File: src/rtl/sprite_pixel_drawer.sv
// Paints a SPRITE_W x SPRITE_H block into the VGA frame buffer one pixel per clock,
// either restoring background ROM pixels or copying non-transparent sprite ROM pixels.
module sprite_pixel_drawer #(
  parameter int                     SPRITE_W    = 8,
  parameter int                     SPRITE_H    = 8,
  parameter int                     SPRITE_AW   = 6,
  parameter int                     COLOUR_W    = 9,
  parameter logic [COLOUR_W-1:0]    TRANSPARENT = 9'h1FF
) (
  input  logic                 clock,
  input  logic                 reset,
  input  logic                 drawBG,
  input  logic                 drawChar,
  input  logic [8:0]           xCoordinate,
  input  logic [7:0]           yCoordinate,
  input  logic [COLOUR_W-1:0]  spriteColour,
  input  logic [COLOUR_W-1:0]  bgColour,
  output logic [SPRITE_AW-1:0] spriteAddr,
  output logic [16:0]          bgAddr,
  output logic [8:0]           vgaX,
  output logic [7:0]           vgaY,
  output logic [COLOUR_W-1:0]  vgaColour,
  output logic                 plot,
  output logic                 doneBG,
  output logic                 doneChar
);

  localparam int CXW = (SPRITE_W > 1) ? $clog2(SPRITE_W) : 1;
  localparam int CYW = (SPRITE_H > 1) ? $clog2(SPRITE_H) : 1;

  typedef enum logic [2:0] {IDLE, LOAD, RUN, FLUSH, DONE} state_t;

  state_t         state;
  logic [8:0]     base_x;
  logic [7:0]     base_y;
  logic [CXW-1:0] cx;
  logic [CYW-1:0] cy;
  logic           mode_bg;
  logic [9:0]     px, stage_px;
  logic [8:0]     py, stage_py;
  logic           stage_valid;
  logic           last_pixel;
  logic           on_screen;

  // Wide sums so pixels past the screen edge are clipped instead of wrapping.
  assign px         = {1'b0, base_x} + 10'(cx);
  assign py         = {1'b0, base_y} + 9'(cy);
  assign bgAddr     = 17'(py) * 17'd320 + 17'(px);
  assign spriteAddr = SPRITE_AW'(cy) * SPRITE_AW'(SPRITE_W) + SPRITE_AW'(cx);
  assign last_pixel = (cx == CXW'(SPRITE_W - 1)) && (cy == CYW'(SPRITE_H - 1));

  // The pipeline stage lines up with the ROM data returned for the same pixel.
  assign on_screen = (stage_px < 10'd320) && (stage_py < 9'd240);
  assign vgaX      = stage_px[8:0];
  assign vgaY      = stage_py[7:0];
  assign vgaColour = stage_valid ? (mode_bg ? bgColour : spriteColour) : '0;
  assign plot      = stage_valid && on_screen && (mode_bg || spriteColour != TRANSPARENT);

  always_ff @(posedge clock) begin
    if (reset) begin
      state       <= IDLE;
      base_x      <= '0;
      base_y      <= '0;
      cx          <= '0;
      cy          <= '0;
      mode_bg     <= 1'b0;
      stage_px    <= '0;
      stage_py    <= '0;
      stage_valid <= 1'b0;
      doneBG      <= 1'b0;
      doneChar    <= 1'b0;
    end else begin
      // NOTE: sequential state uses non-blocking assignments so every register samples pre-edge values.
      stage_valid <= 1'b0;
      case (state)
        IDLE: begin
          if (drawBG || drawChar) begin
            mode_bg <= drawBG;
            state   <= LOAD;
          end
        end
        LOAD: begin
          base_x <= xCoordinate;
          base_y <= yCoordinate;
          cx     <= '0;
          cy     <= '0;
          state  <= RUN;
        end
        RUN: begin
          stage_valid <= 1'b1;
          stage_px    <= px;
          stage_py    <= py;
          if (cx == CXW'(SPRITE_W - 1)) begin
            cx <= '0;
            cy <= cy + CYW'(1);
          end else begin
            cx <= cx + CXW'(1);
          end
          if (last_pixel) state <= FLUSH;
        end
        FLUSH: begin
          doneBG   <= mode_bg;
          doneChar <= !mode_bg;
          state    <= DONE;
        end
        DONE: begin
          // Hold done until the request drops so a held level cannot retrigger.
          if (!(mode_bg ? drawBG : drawChar)) begin
            doneBG   <= 1'b0;
            doneChar <= 1'b0;
            state    <= IDLE;
          end
        end
        default: state <= IDLE;
      endcase
    end
  end

endmodule

File: config.mk
export PLATFORM = sky130hd
export DESIGN_NAME = sprite_pixel_drawer
export DESIGN_NICKNAME = d
export VERILOG_FILES = /design/src/rtl/sprite_pixel_drawer.sv
export SDC_FILE = /design/constraint.sdc
export NUM_CORES = 1
export LEC_CHECK = 0
export CAP_MARGIN = 10
export CORE_ASPECT_RATIO = 1.2
export CORE_MARGIN = 1.5
export CORE_UTILIZATION = 49
export CTS_CLUSTER_DIAMETER = 100
export DETAILED_ROUTE_END_ITERATION = 12
export PLACE_DENSITY_LB_ADDON = 0.3
export SYNTH_ARGS = -nofsm -noshare
export SYNTH_HDL_FRONTEND = slang
export SYNTH_SLANG_ARGS = --single-unit
File: constraint.sdc
create_clock -name clock -period 4.41 [get_ports clock]
set_clock_uncertainty 0.05 [all_clocks]
set_input_delay 0.441 -clock clock [delete_from_list [all_inputs] [get_ports clock]]
set_output_delay 0.441 -clock clock [all_outputs]
set_load 0.01 [all_outputs]
Word-level counts from Yosys, hierarchy flattened
Index checks and enable logic that the tools add are counted.
{ "word_totals": {"wordCells": 60, "output_inout_bits": 52, "in_bits": 39, "reg_bits": 49} }
{ "op_classes": {"n_mux": 15, "eq_ne": 11, "reduce_logical": 14, "magnitude_cmp": 2, "multipliers": 1, "addsub": 6} }
{ "ops": {"columns": ["op", "count"], "rows": [
  ["$mux 9", 2],
  ["$add 17x10->17", 1],
  ["$mux 3", 5],
  ["$pmux 3 s5", 1],
  ["$pmux 3 s2", 2],
  ["$mul 9x3->11 const B", 1],
  ["$add 9x3->10", 1],
  ["$lt 10x9->1 const B", 1],
  ["$add 8x3->9", 1],
  ["$eq 3x3->1 const B", 3],
  ["$lt 9x8->1 const B", 1],
  ["$ne 9x9->1 const B", 1],
  ["$ne 2x2->1 const B", 4],
  ["$add 3x1->3 const B", 2],
  ["$add 6x3->6", 1],
  ["$eq 3x2->1 const B", 2],
  ["$reduce_and 2->1", 3],
  ["$logic_and 1x1->1", 4],
  ["$pmux 1 s2", 2],
  ["$reduce_bool 2->1", 2],
  ["$eq 3x1->1 const B", 1],
  ["$logic_not 3->1", 1],
  ["$mux 1", 3],
  ["$reduce_and 3->1", 1],
  ["other kinds (2)", 3]
]} }

Logic depth before layout (Yosys ltp)
{ "depth": {"depth_word": 4, "depth_mapped": 16, "depth_no_buf": 16} }

Worst setup path before layout
OpenSTA, ideal clock, no wires.
{ "synth_timing": {"path_type": "reg2out", "startpoint": "reg cy[1]", "endpoint": "out bgAddr[16]", "path_buffers": 0, "stages_incl_launch_ff": 15, "path_slack_ns": 0.698, "t_arrival_ns": 3.221, "path_cell_list": "dfxtp_1 > ha_1 > a21o_1 > a21oi_1 > xnor2_1 > ha_1 > ha_1 > inv_1 > fa_1 > nand2b_2 > a21oi_2 > nor4_1 > a311oi_2 > nor3_2 > xnor2_1"} }
{ "synth_via": {"elab_chain_cells": 3} }
{ "synth_lines": {"columns": ["element", "line", "rtl"], "rows": [
  ["start: declaration", "37", "logic [CYW-1:0] cy;"],
  ["start signal: assignment", "95", "cy <= cy + CYW'(1);"],
  ["$add 8x3->9", "47", "assign py = {1'b0, base_y} + 9'(cy);"],
  ["via py[3]", "40", "logic [8:0] py, stage_py;"],
  ["$mul 9x3->11", "48", "assign bgAddr = 17'(py) * 17'd320 + 17'(px);"],
  ["$add 17x10->17", "48", null],
  ["end: declaration", "19", "output logic [16:0] bgAddr,"]
]} }
The timed path passes the listed nets, and every way through them passes these cells.

Worst setup path after layout
{ "layout_timing": {"startpoint": "reg cx[0]", "endpoint": "out bgAddr[16]"} }
{ "layout_via": {"elab_chain_cells": 2} }
{ "layout_lines": {"columns": ["element", "line", "rtl"], "rows": [
  ["start: declaration", "36", "logic [CXW-1:0] cx;"],
  ["start signal: assignment", "97", "cx <= cx + CXW'(1);"],
  ["$add 9x3->10", "46", "assign px = {1'b0, base_x} + 10'(cx);"],
  ["via px[6]", "39", "logic [9:0] px, stage_px;"],
  ["$add 17x10->17", "48", null]
]} }
The timed path passes the listed nets, and every way through them passes these cells.

==> key figures <==
Run status
  – Status: completed

Clock network
  – TritonCTS Buffers: 5
  – CTS HTree Levels: 2
  – Sink Count: 49
  – CTS Root Cell: clkbuf_8
  – Clk_lat worst skew: ~300 ps
  – Clock Pin Slew Worst Setup and Hold Paths: ~80 ps
  – CTS Buffer Depth: 2
  – TritonCTS clock tree: built

Logic synthesis
  – Post-synth cell types: just over 50
  – Register area share after synthesis: between 20% and 30%
  – Post-Syn Instances: just over 400
  – Yosys warning total: 0
  – Most area-hungry cell type in the Yosys netlist: dfxtp_1
  – Synthesized cell area: 3280 um2
  – Top_reg_cell synth: dfxtp_1
  – Register bit total from synthesis: 49
  – Mapped Nets: about 470
  – Top-count cell post-synth: nand2_1
  – Synth top area cells: dfxtp_1 30%, ha_1 10%, nand2_1 7.0%
  – Post-synth EDFFs: 0
  – Async S/R FF share, synth: 0%
  – Synth top cells by count: 61 x nand2_1, 49 x dfxtp_1, 38 x nor2_1, 34 x a21oi_1, 27 x ha_1
  – Mean area per synthesized cell: 8.12 um2
  – Synth top area share: around 30%

Setup path
  – Critical path buffers and inverters: 4
  – Startpoint Class: register
  – Slowest Stage Delay on Critical Path: about 390 ps
  – CP max FO: 5
  – CP dominant cell by count: inv_1
  – Crit path cell chain: ha_1 -> inv_1 -> fa_1 -> inv_1 -> a21o_1 -> nand2_1 -> xnor2_2 -> ha_2 -> inv_1 -> fa_1 -> and2b_1 -> o21ai_2 -> a211oi_4 -> nand3_2 -> nor3_2 -> xnor2_1 -> dlygate4sd2_1
  – WP data arrival: ~3800 ps
  – CP endpoint kind: output pin
  – Setup CP Type: register to output pin
  – CP required: ~3900 ps
  – Worst path top cell family by delay: adder cells
  – Crit-path slowest cell: fa_1

Die
  – Core outline area: 6450 um2
  – # rows: 32
  – Initial Utilization: about half
  – Die Height: between 90 and 100 um
  – Boundary pin count: between 90 and 100
  – Die width: around 78 um
  – DIE AREA: around 7000 um2

Final layout
  – Register area: 985 um2
  – Multi-input logic area: about 2000 um2
  – Ant diodes: 0
  – Share of layout cells above drive strength 1: 8.76%
  – Filler cell count: about 570
  – Net count, final: between 500 and 600
  – Area growth, synth to finish: 29.3%
  – Post-route cell area: between 4000 and 5000 um2

Timing
  – Fin. Hold Viols: 0
  – RSZ-0062 raised after global routing: yes
  – Final Max Tran Viols: 0
  – Worst hold slack: approximately 410 ps
  – Tmin final: 4260 ps
  – Slew headroom: between 30% and 40%
  – Ratio of final minimum period to clock period: 96.5%
  – Sum Neg Setup Slack: 0 ps
  – Slew @ Worst Pin: around 1000 ps
  – Fmax: about 0.23 GHz
  – Setup violators final: 0

Route
  – Final ANT Viol Nets: 0
  – DRC: 0
  – WL/cell: about 13 um
  – DR iter-0 viols: 118
  – Routed vias/inst: 5.17
  – DR pass1 iterations: 5
  – Total number of vias: roughly 2900
  – Final wirelength: between 7000 and 8000 um

Global route
  – Via count of the first global-routing pass: between 2000 and 3000
  – Gr ovfl total: 0
  – Largest net degree at the start of global routing: 50
  – Initial antenna violation count: 0
  – Global-route wire length before repair: about 12000 um
  – Overall Global Routing Usage: between 20% and 30%

Place
  – Post-DP Area: around 4100 um2
  – GPL Wtd Cong: between 0.8 and 0.9
  – PortBufs: 90
  – DP Wirelength: around 5700 um

Power and ir drop
  – Power density over the cells: between 300 and 400 nW/um2
  – Leak pwr: 1.78 nW
  – Peak supply drop: around 0.00019 V

Job
  – Max Cap Viol: 0

Hold path
  – HP Class: register to register
-- report_power, final --
part	total (W)	switching, W	leakage [nW]	internal (W)
Clock	0.000261	0.000136	0.0443	0.000125
Combinational	0.000475	0.000234	1.33	0.000240
Sequential	0.000537	0.0000492	0.400	0.000487
-- flip-flops by register name, summed over array words and instances, names as in the netlist, 3 cells and up --
| signal | count |
|---|---|
| base_x | 9 |
| stage_px | 10 |
| base_y | 8 |
| state | 3 |
| stage_py | 9 |
| cx | 3 |
| cy | 3 |
-- worst min-delay path, delay by kind of cell (launching register included) --
| kind | cells | cell delay [ps] |
|---|---|---|
| DFF | 1 | 320 |
| and+or+nand+nor | 1 | 50 |
| AOI/OAI and AO/OA | 1 | 50 |
-- kinds of logic (layout without fill, tap and decap cells) --
group / after synthesis / after routing / synth area share, %
AND/OR/NAND/NOR: 161 / 161 / 23.4
AO/OA/AOI/OAI: 65 / 65 / 12.9
buffers and inverters: 59 / 123 / 9.77
flip-flops: 49 / 49 / 29.9
adder cells (fa/ha/maj): 31 / 31 / 12.7
XOR/XNOR: 29 / 29 / 8.20
multiplexers: 10 / 10 / 3.09
-- layout by cell type, fill, tap and decap left out, drive strengths merged, types with 2 or more instances in the layout --
master | netlist | routed
a211oi | 6 | 6
a21o | 7 | 7
a21oi | 37 | 37
a22oi | 4 | 4
a31oi | 3 | 3
and2 | 2 | 2
and3 | 2 | 2
buf | 33 | 8
clkbuf | 8 | 7
clkdlybuf4s50 | 0 | 85
dfxtp | 49 | 49
dlygate4sd2 | 0 | 3
dlymetal6s2s | 0 | 2
fa | 4 | 4
ha | 27 | 27
inv | 18 | 18
mux2i | 9 | 9
nand2 | 61 | 61
nand2b | 3 | 3
nand3 | 11 | 11
nand4 | 5 | 5
nor2 | 40 | 40
nor2b | 9 | 9
nor3 | 15 | 15
nor3b | 5 | 5
nor4 | 2 | 2
o21ai | 5 | 5
xnor2 | 16 | 16
xor2 | 13 | 13
-- path summary, 6_finish.rpt --
| path | startpoint | end | slack (ps) | cells after the start |
|---|---|---|---|---|
| setup / recovery | cx[0] | bgAddr[16] | 150 | 17 |
| hold / removal | stage_px[2] | stage_px[2] | 410 | 2 |
| setup reg to reg | state[2] | cy[0] | 2420 | 5 |
| hold reg to reg | stage_px[2] | stage_px[2] | 410 | 2 |
-- per-stage QoR --
stage               total power, W  util, %  worst slack (ps)  std cells
floorplan                 0.000847        -               698        404
global route               0.00135     65.8             -77.6        553
global placement          0.000997     62.9               165        541
detailed placement         0.00101     62.9              20.6        541
finish                     0.00127     65.8               154        553
CTS                        0.00128     64.9              43.5        551
-- layout make-up --
cell class,instances,share of cell area [%]
Clock buffer,7,2.04
Inverter,18,1.59
Tap cell,85,2.51
Sequential cell,49,23.2
Multi-Input combinational cell,296,47.9
Timing Repair Buffer,98,22.8
-- what timing repair did --
item | in CTS | in global routing
hold buffers | 0 | 0
pin swaps | 2 | 5
setup endpoints to repair | 3 | 5
gates resized for setup | 8 | 10
gates cloned | 0 | 0
setup buffers | 3 | 1
-- routing by layer --
metal  up-vias  track usage (%)  wire [um]
met2        88             38.1       3690
li1       1462                -          -
met3        11             5.81        548
met4         0             7.88        157
met5         -                0          0
met1      1297             23.8       3020
(Power assumes the default switching activity.)
